==> config.mk <==
export PLATFORM = sky130hd
export DESIGN_NAME = rotary_encoder_multi
export DESIGN_NICKNAME = d
export VERILOG_FILES = /design/src/rtl/rotary_encoder_multi_pkg.sv /design/src/rtl/rotary_encoder_multi_channel.sv /design/src/rtl/rotary_encoder_multi.sv
export SDC_FILE = /design/constraint.sdc
export NUM_CORES = 1
export LEC_CHECK = 0
export CORE_MARGIN = 2
export CORE_UTILIZATION = 25
export CTS_CLUSTER_DIAMETER = 40
export DETAILED_ROUTE_END_ITERATION = 10
export SLEW_MARGIN = 20
export SYNTH_ARGS = -nofsm -noshare
export SYNTH_HDL_FRONTEND = slang
export SYNTH_SLANG_ARGS = --single-unit
export TNS_END_PERCENT = 30
==> constraint.sdc <==
create_clock -name clk -period 8.75 [get_ports clk]
set_input_delay 1.75 -clock clk [delete_from_list [all_inputs] [get_ports clk]]
set_output_delay 1.75 -clock clk [all_outputs]
set_load 0.01 [all_outputs]
==> src/rtl/rotary_encoder_multi_pkg.sv <==
// Shared definitions for the multi-channel quadrature encoder front end:
// detent rest encoding, step direction codes and the Gray-code step decoder.
package rotary_encoder_multi_pkg;

  localparam logic [1:0] AB_REST = 2'b11;

  typedef enum logic [1:0] {
    DIR_NONE = 2'd0,
    DIR_UP   = 2'd1,
    DIR_DOWN = 2'd2,
    DIR_ERR  = 2'd3
  } dir_t;

  // {prev, cur} are {A, B} pairs; a simultaneous change of both bits is illegal.
  function automatic dir_t quad_dir(input logic [1:0] prev, input logic [1:0] cur);
    dir_t d;
    d = DIR_NONE;
    case ({prev, cur})
      4'b00_10, 4'b10_11, 4'b11_01, 4'b01_00: d = DIR_UP;
      4'b10_00, 4'b11_10, 4'b01_11, 4'b00_01: d = DIR_DOWN;
      4'b00_11, 4'b11_00, 4'b01_10, 4'b10_01: d = DIR_ERR;
      default:                                d = DIR_NONE;
    endcase
    return d;
  endfunction

endpackage

==> src/rtl/rotary_encoder_multi_channel.sv <==
// One encoder channel: pin synchronisers, three debouncers, Gray decoder,
// detent accumulator, position counter and push-switch edge detect.
module rotary_encoder_multi_channel
  import rotary_encoder_multi_pkg::*;
#(
  parameter int CNT_W         = 8,
  parameter int SYNC_STAGES   = 2,
  parameter int DEBOUNCE_CYC  = 50000,
  parameter int STEPS_PER_DET = 4,
  parameter int WRAP          = 0,
  parameter int BTN_ACT_LOW   = 1
) (
  input  logic                    clk,
  input  logic                    rst_n,
  input  logic                    in_a,
  input  logic                    in_b,
  input  logic                    switch,
  input  logic                    clear,
  output logic                    up,
  output logic                    down,
  output logic                    button,
  output logic                    btn_press,
  output logic                    quad_err,
  output logic signed [CNT_W-1:0] position
);

  localparam int ACC_W = 4;
  localparam logic [2:0] RST_VAL = {(BTN_ACT_LOW != 0), 1'b1, 1'b1};
  localparam logic signed [ACC_W-1:0] ACC_TOP = ACC_W'(STEPS_PER_DET - 1);
  localparam logic signed [CNT_W-1:0] POS_MAX = {1'b0, {(CNT_W-1){1'b1}}};
  localparam logic signed [CNT_W-1:0] POS_MIN = {1'b1, {(CNT_W-1){1'b0}}};

  // bit 0 = A, bit 1 = B, bit 2 = switch
  logic [2:0] raw;
  logic [2:0] synced;
  logic [2:0] deb;

  assign raw = {switch, in_b, in_a};

  for (genvar s = 0; s < 3; s++) begin : g_sig
    logic [SYNC_STAGES-1:0] ff;

    always_ff @(posedge clk or negedge rst_n) begin
      if (!rst_n) ff <= {SYNC_STAGES{RST_VAL[s]}};
      else        ff <= {ff[SYNC_STAGES-2:0], raw[s]};
    end

    assign synced[s] = ff[SYNC_STAGES-1];

    if (DEBOUNCE_CYC == 0) begin : g_bypass
      assign deb[s] = synced[s];
    end else begin : g_deb
      localparam int CW = (DEBOUNCE_CYC > 1) ? $clog2(DEBOUNCE_CYC) : 1;
      logic [CW-1:0] cnt;
      logic          deb_q;

      // Counts consecutive cycles of disagreement; any agreement restarts it.
      always_ff @(posedge clk or negedge rst_n) begin
        if (!rst_n) begin
          cnt   <= '0;
          deb_q <= RST_VAL[s];
        end else if (synced[s] == deb_q) begin
          cnt <= '0;
        end else if (cnt == CW'(DEBOUNCE_CYC - 1)) begin
          cnt   <= '0;
          deb_q <= synced[s];
        end else begin
          cnt <= cnt + CW'(1);
        end
      end

      assign deb[s] = deb_q;
    end
  end

  logic [1:0]             ab;
  logic [1:0]             prev_ab;
  dir_t                   step;
  logic signed [ACC_W-1:0] acc;
  logic signed [CNT_W-1:0] pos_inc;
  logic signed [CNT_W-1:0] pos_dec;

  assign ab   = {deb[0], deb[1]};
  assign step = quad_dir(prev_ab, ab);

  always_comb begin
    pos_inc = position + CNT_W'(1);
    pos_dec = position - CNT_W'(1);
    if (WRAP == 0 && position == POS_MAX) pos_inc = position;
    if (WRAP == 0 && position == POS_MIN) pos_dec = position;
  end

  // clear wins over a completing step: the step is dropped with no pulse.
  always_ff @(posedge clk or negedge rst_n) begin
    if (!rst_n) begin
      prev_ab  <= AB_REST;
      acc      <= '0;
      position <= '0;
      up       <= 1'b0;
      down     <= 1'b0;
      quad_err <= 1'b0;
    end else begin
      prev_ab  <= ab;
      up       <= 1'b0;
      down     <= 1'b0;
      quad_err <= (step == DIR_ERR);
      if (clear) begin
        acc      <= '0;
        position <= '0;
      end else if (step == DIR_UP) begin
        if (acc == ACC_TOP) begin
          acc      <= '0;
          up       <= 1'b1;
          position <= pos_inc;
        end else begin
          acc <= acc + ACC_W'(1);
        end
      end else if (step == DIR_DOWN) begin
        if (acc == -ACC_TOP) begin
          acc      <= '0;
          down     <= 1'b1;
          position <= pos_dec;
        end else begin
          acc <= acc - ACC_W'(1);
        end
      end
    end
  end

  logic btn_prev;

  assign button = deb[2] ^ (BTN_ACT_LOW != 0);

  always_ff @(posedge clk or negedge rst_n) begin
    if (!rst_n) begin
      btn_prev  <= 1'b0;
      btn_press <= 1'b0;
    end else begin
      btn_prev  <= button;
      btn_press <= button & ~btn_prev;
    end
  end

endmodule

==> src/rtl/rotary_encoder_multi.sv <==
// N-channel rotary encoder front end; each channel is an independent
// rotary_encoder_multi_channel and positions are packed channel-major.
module rotary_encoder_multi
  import rotary_encoder_multi_pkg::*;
#(
  parameter int N_CH          = 2,
  parameter int CNT_W         = 8,
  parameter int SYNC_STAGES   = 2,
  parameter int DEBOUNCE_CYC  = 50000,
  parameter int STEPS_PER_DET = 4,
  parameter int WRAP          = 0,
  parameter int BTN_ACT_LOW   = 1
) (
  input  logic                    clk,
  input  logic                    rst_n,
  input  logic [N_CH-1:0]         in_a,
  input  logic [N_CH-1:0]         in_b,
  input  logic [N_CH-1:0]         switch,
  input  logic [N_CH-1:0]         clear,
  output logic [N_CH-1:0]         up,
  output logic [N_CH-1:0]         down,
  output logic [N_CH-1:0]         button,
  output logic [N_CH-1:0]         btn_press,
  output logic [N_CH-1:0]         quad_err,
  output logic [N_CH*CNT_W-1:0]   position
);

  for (genvar i = 0; i < N_CH; i++) begin : g_ch
    logic signed [CNT_W-1:0] pos;

    rotary_encoder_multi_channel #(
      .CNT_W        (CNT_W),
      .SYNC_STAGES  (SYNC_STAGES),
      .DEBOUNCE_CYC (DEBOUNCE_CYC),
      .STEPS_PER_DET(STEPS_PER_DET),
      .WRAP         (WRAP),
      .BTN_ACT_LOW  (BTN_ACT_LOW)
    ) u_ch (
      .clk      (clk),
      .rst_n    (rst_n),
      .in_a     (in_a[i]),
      .in_b     (in_b[i]),
      .switch   (switch[i]),
      .clear    (clear[i]),
      .up       (up[i]),
      .down     (down[i]),
      .button   (button[i]),
      .btn_press(btn_press[i]),
      .quad_err (quad_err[i]),
      .position (pos)
    );

    assign position[i*CNT_W +: CNT_W] = pos;
  end

endmodule

# After elaboration in Yosys (flattened, before gate mapping)
# Memories as Yosys holds them, arrays and structs flattened.
# Cells that the tools add are included.
dict set report word_totals {
  mem_bits_rw 0
  latchBits 0
  regBits 152
  n_memories 2
  rom_bits 64
  word_cells 156
  in_bits 10
  out_inout_bits 26
}
# memory depth width rd rd_clocked_by_memory_dff write_ports line
set mem_list {}
lappend mem_list {{(name not given)} 16 2 1 0 0 rotary_encoder_multi_pkg.sv:18} ;# case ({prev, cur})
lappend mem_list {{(name not given)} 16 2 1 0 0 rotary_encoder_multi_pkg.sv:18}
dict set report op_classes {
  mul 0
  magnitude_cmp 0
  bitwise_logic 12
  n_div 0
  reduce_logical 12
  n_eq_ne 32
  n_shift 0
  n_mux 50
  add_sub_neg 14
}
# operator n
set ops {}
lappend ops {{2-to-1 mux 16 bit} 12}
lappend ops {{2-to-1 mux 8 bit} 14}
lappend ops {{adder 16 x 1 -> 16 bit (second input constant)} 6}
lappend ops {{equality test 16 bit (second input constant)} 6}
lappend ops {{2-to-1 mux 4 bit} 10}
lappend ops {{equality test 8 bit (second input constant)} 4}
lappend ops {{!= test 3 bit (second input constant)} 6}
lappend ops {{adder 8 x 2 -> 8 bit (second input constant)} 2}
lappend ops {{equality test 4 x 3 -> 1 bit (second input constant)} 4}
lappend ops {{subtractor 8 x 2 -> 8 bit (second input constant)} 2}
lappend ops {{2-to-1 mux 1 bit} 14}
lappend ops {{AND reduction 2 bit} 6}
lappend ops {{nonzero test 3 bit} 4}
lappend ops {{NOT 1 bit} 10}
lappend ops {{AND reduction 5 bit} 2}
lappend ops {{adder 4 x 2 -> 4 bit (second input constant)} 2}
lappend ops {{equality test 2 bit (second input constant)} 4}
lappend ops {{subtractor 4 x 2 -> 4 bit (second input constant)} 2}
lappend ops {{equality test 1 bit} 6}
lappend ops {{equality test 2 x 1 -> 1 bit (second input constant)} 2}
lappend ops {{AND 1 bit} 2}

# Longest topological paths before layout
dict set report logic_depth {
  word_depth 6
  depth_mapped 11
  ltp_nobuf 10
}

# Modules after synthesis
# From an unflattened synthesis, not the netlist that was laid out.
dict set report hier_totals {
  cells_unflattened 775
  hier_area_um2 7811.2
}
# mod instances seq_area_each_um2 area_per_inst_um2 cells_per_inst
set modules_own_cells {}
lappend modules_own_cells {{rotary_encoder_multi_channel at g_ch[1].u_ch} 1 1915.6 3942.5 392}
lappend modules_own_cells {{rotary_encoder_multi_channel at g_ch[0].u_ch} 1 1915.6 3868.7 383}

# Worst setup path after synthesis
# No wires, ideal clock.
dict set report synth_path {
  path_kind {register to register}
  from {register g_ch[1].u_ch.g_sig[1].g_deb.deb_q}
  to {register g_ch[1].u_ch.position[7]}
  t_arrival_ns 2.871
  period_less_slack_ns 2.998
  path_slack_ns 5.752
  stages_incl_launch_ff 12
  t_required_ns 8.622
  setup_time_ns 0.128
  n_path_buf 1
  path_cell_list {dfstp_2 -> buf_2 -> xor2_1 -> nor2_1 -> inv_1 -> ha_1 -> o21ai_0 -> a31oi_1 -> a311o_1 -> a31oi_1 -> mux2i_1 -> mux2_1}
}
dict set report synth_via {
  elab_chain_len 4
  word_cells_on_any_way 11
  cone_classes {eq/ne: 5; mux: 2; reduce/logical: 3; memory: 1}
}
# element line
set synth_lines {}
lappend synth_lines {{start: declaration} rotary_encoder_multi_channel.sv:55} ;# logic deb_q;
lappend synth_lines {{start signal: assignment} rotary_encoder_multi_channel.sv:61} ;# deb_q <= RST_VAL[s];
lappend synth_lines {{start signal: assignment} rotary_encoder_multi_channel.sv:66} ;# deb_q <= synced[s];
lappend synth_lines {{memory (16 x 2 bit) *} -}
lappend synth_lines {{equality test 2 x 1 -> 1 bit or equality test 2 bit (tied branches)} {rotary_encoder_multi_channel.sv:110, rotary_encoder_multi_channel.sv:118}}
lappend synth_lines {{!= test 3 bit (no source line) (tied with other cells)} -}
lappend synth_lines {{AND reduction 5 bit (no source line) or 2-to-1 mux 8 bit (tied branches)} -}
lappend synth_lines {{end signal: assignment} rotary_encoder_multi_channel.sv:114} ;# position <= pos_inc;
lappend synth_lines {{end signal: assignment} rotary_encoder_multi_channel.sv:122} ;# position <= pos_dec;
lappend synth_lines {{end: declaration} rotary_encoder_multi_channel.sv:24} ;# output logic signed [CNT_W-1:0] position
# Every way passes the cells marked *; elsewhere a longest branch is shown, timed or not.
# A chain may end at the register's enable or synchronous reset.

# Worst setup path after layout
# Ends and elaborated chain as after synthesis.

==> results.cfg <==
[layout]
mostFrequentLayoutCells = nor2_1, dfrtp_1, xor2_1
drive_gt1_share_pct = 9.43
utilization_pct = 29.8
area_delta_synth_final_pct = 16.5
final_common_cell = nor2_1
nets = 816
antenna_cells_inserted = 0

[power]
power.total_mw = 1.46
p_per_area_nw_per_um2 = 164
peakVddDrop_mv = 0.130
leakagePower_nw = 3.74

[critical_path]
reg2reg_depth = 10
path_max_fanout = 10
rrSetupSlack_ns = 5.40
r2r_start = g_ch[1].u_ch.g_sig[1].g_deb.deb_q
endpoint_kind = flop
start_kind = flop
crit_path_start = g_ch[1].u_ch.g_sig[1].g_deb.deb_q
r2r_end = g_ch[1].u_ch.position[7]
cp.arrival_ns = 3.65
crit_type = flop to flop
cp_data_required_time_ns = 9.05

[global_route]
grt_remaining_overflow = 0
grt_max_degree = 89
grt_pass1_wl_mm = 24.3
antenna_found_initial = 0
grtUsageTotal_pct = 9.29
first_global_vias = 5169

[timing]
whs_ns = 0.356
slew_headroom_pct = 47.5
min_period_ns = 3.35
fin_tns_setup_ns = 0
period_share_pct = 38.2
tightest_slew_ns = 0.788
fmax_mhz = 299
rsz0062_at_grt = no
setup_ws_ns = 5.40
slew_violations = 0
finalSetupViolCount = 0
hold_viol = 0
finClkSkew_ns = 0.00916

[yosys]
ys.flop_type = dfrtp_1
synth.distinct_cells = 59
synth_edf_count = 0
ys_ff_latch = 152
synth_cells = 756
async_flop_share_pct = 100
synth_seq_area_share_pct = 50.2
syn_area_per_cell_um2 = 10.1
ys_warn_count = 0
synth.net_count = 790
synth_area_um2 = 7630

[die]
die-area_um2 = 32000
io_pins = 36
start_util_pct = 25.6
die-width_um = 179
placementRows = 63
die_h_um = 179
core_region_area_um2 = 29900

[worst_hold_path]
min_delay_path_depth = 0
hp-start = g_ch[0].u_ch.g_sig[2].ff[0]
min_path_type = flop to flop
holdPathEnd = g_ch[0].u_ch.g_sig[2].ff[1]

[clocking]
clk_path_buf_depth = 2
cts_buffers = 17
worstSkewPairLatency_ns = 0.42
cts_setup_buffers = 0
postCtsHoldBufs = 0
clk_pin_slew_ns = 0.06
cts_tree = done
cts.htree.levels = 4
clock_sinks = 152
cts-root-buf = clkbuf_16
post_cts_resize_count = 0

[detailed_routing]
drt-total-wl_mm = 13.8
firstDrtPassIters = 4
vias_per_cell = 4.45
drc = 0
post_drt_wl_per_cell_um = 11.6
route.vias.total = 5272
drtIter0Drc = 294
ant_nets = 0

[run]
maxCapViolCount = 0

[outcome]
status = finished, final reports clean

[place]
gp_congestion = 0.791
dp_slack_ns = 5.41
io_buffers = 35
hpwlAfterDp_mm = 9.38
[area by class of cell]
type                            count  area, um2
Sequential cell                   152       3830
Inverter                           15       56.3
Tap cell                          390        488
Clock inverter                     13        111
Fill cell                        3071      21000
Clock buffer                       19        453
Timing Repair Buffer               36        359
Multi-Input combinational cell    560       3590
[registers in the layout (all words and copies together), names as in the netlist]
register,flops
g_ch.u_ch.acc,8
g_ch.u_ch.btn_press,2
g_ch.u_ch.btn_prev,2
g_ch.u_ch.down,2
g_ch.u_ch.g_sig.ff,12
g_ch.u_ch.g_sig.g_deb.cnt,96
g_ch.u_ch.g_sig.g_deb.deb_q,6
g_ch.u_ch.position,16
g_ch.u_ch.prev_ab,4
g_ch.u_ch.quad_err,2
g_ch.u_ch.up,2
[worst max-delay path by stage]
stage               slack, ns  cells past startpoint                                  end
finish                   5.40                     10             g_ch[1].u_ch.position[7]
detailed placement       5.41                     10             g_ch[1].u_ch.position[7]
floorplan                5.75                     11             g_ch[1].u_ch.position[7]
CTS                      5.40                     10             g_ch[1].u_ch.position[7]
global route             5.13                     10             g_ch[1].u_ch.position[7]
global placement         5.48                      2  g_ch[0].u_ch.g_sig[2].g_deb.cnt[14]
[critical path, cell delays in order (launching register included)]
cell,delay [ns]
dfstp_2,0.62
xor2_1,0.39
nor2_1,0.18
inv_1,0.30
ha_1,0.33
o21ai_0,0.10
a31oi_1,0.08
a311o_1,0.42
a31oi_1,0.22
mux2i_1,0.24
mux2_1,0.35
[metal layers]
metal	wire (um)	global-route usage (%)	up-vias
li1	-	-	2638
met1	6930	12.4	2569
met2	6350	14.6	55
met4	180	3.69	0
met3	301	2.06	10
met5	0	0	-
[synth_stat cells (4+ instances only)]
cell | number | area (um2)
nor2_1 | 141 | 529
dfrtp_1 | 130 | 3250
xor2_1 | 56 | 490
xnor2_1 | 53 | 464
nand2_1 | 50 | 188
nand3_1 | 32 | 160
and3_1 | 31 | 194
ha_1 | 24 | 300
dfstp_2 | 22 | 578
nand4_1 | 20 | 125
nor3_1 | 20 | 100
a21oi_1 | 17 | 85.1
clkbuf_1 | 14 | 52.6
inv_1 | 14 | 52.6
buf_4 | 11 | 82.6
o21ai_0 | 11 | 55.1
mux2i_1 | 8 | 80.1
nor4b_1 | 8 | 70.1
a211oi_1 | 7 | 52.6
a31oi_1 | 7 | 43.8
mux2_2 | 7 | 78.8
nor4_1 | 7 | 43.8
buf_2 | 4 | 20.0
nand3b_1 | 4 | 30.0
o211ai_1 | 4 | 30.0
or2_2 | 4 | 25.0
[report_power, final]
| group | internal, mW | leakage [nW] | switching [mW] |
|---|---|---|---|
| Combinational | 0.0130 | 1.45 | 0.0287 |
| Sequential | 0.715 | 2.02 | 0.00719 |
| Clock | 0.386 | 0.270 | 0.306 |
[cells by family (layout without fill, tap and decap cells)]
group,after synthesis,after routing,share of synthesized area [%]
multiplexers,16,16,2.23
buffers and inverters,44,83,2.77
AO/OA/AOI/OAI,69,69,6.33
XOR/XNOR,112,112,13.1
AND/OR/NAND/NOR,338,338,21.3
flip-flops,152,152,50.2
adder cells (fa/ha/maj),25,25,4.06
[stage by stage]
| stage | instances | cell area, um2 |
|---|---|---|
| 6_report | 1185 | 8890 |
| 5_1_grt | 1185 | 8890 |
| 4_1_cts | 1185 | 8890 |
| 3_5_place_dp | 1153 | 8330 |
| 3_3_place_gp | 1153 | 8330 |
| 2_1_floorplan | 756 | 7630 |
Note: power is estimated with default switching activity, not from simulation.
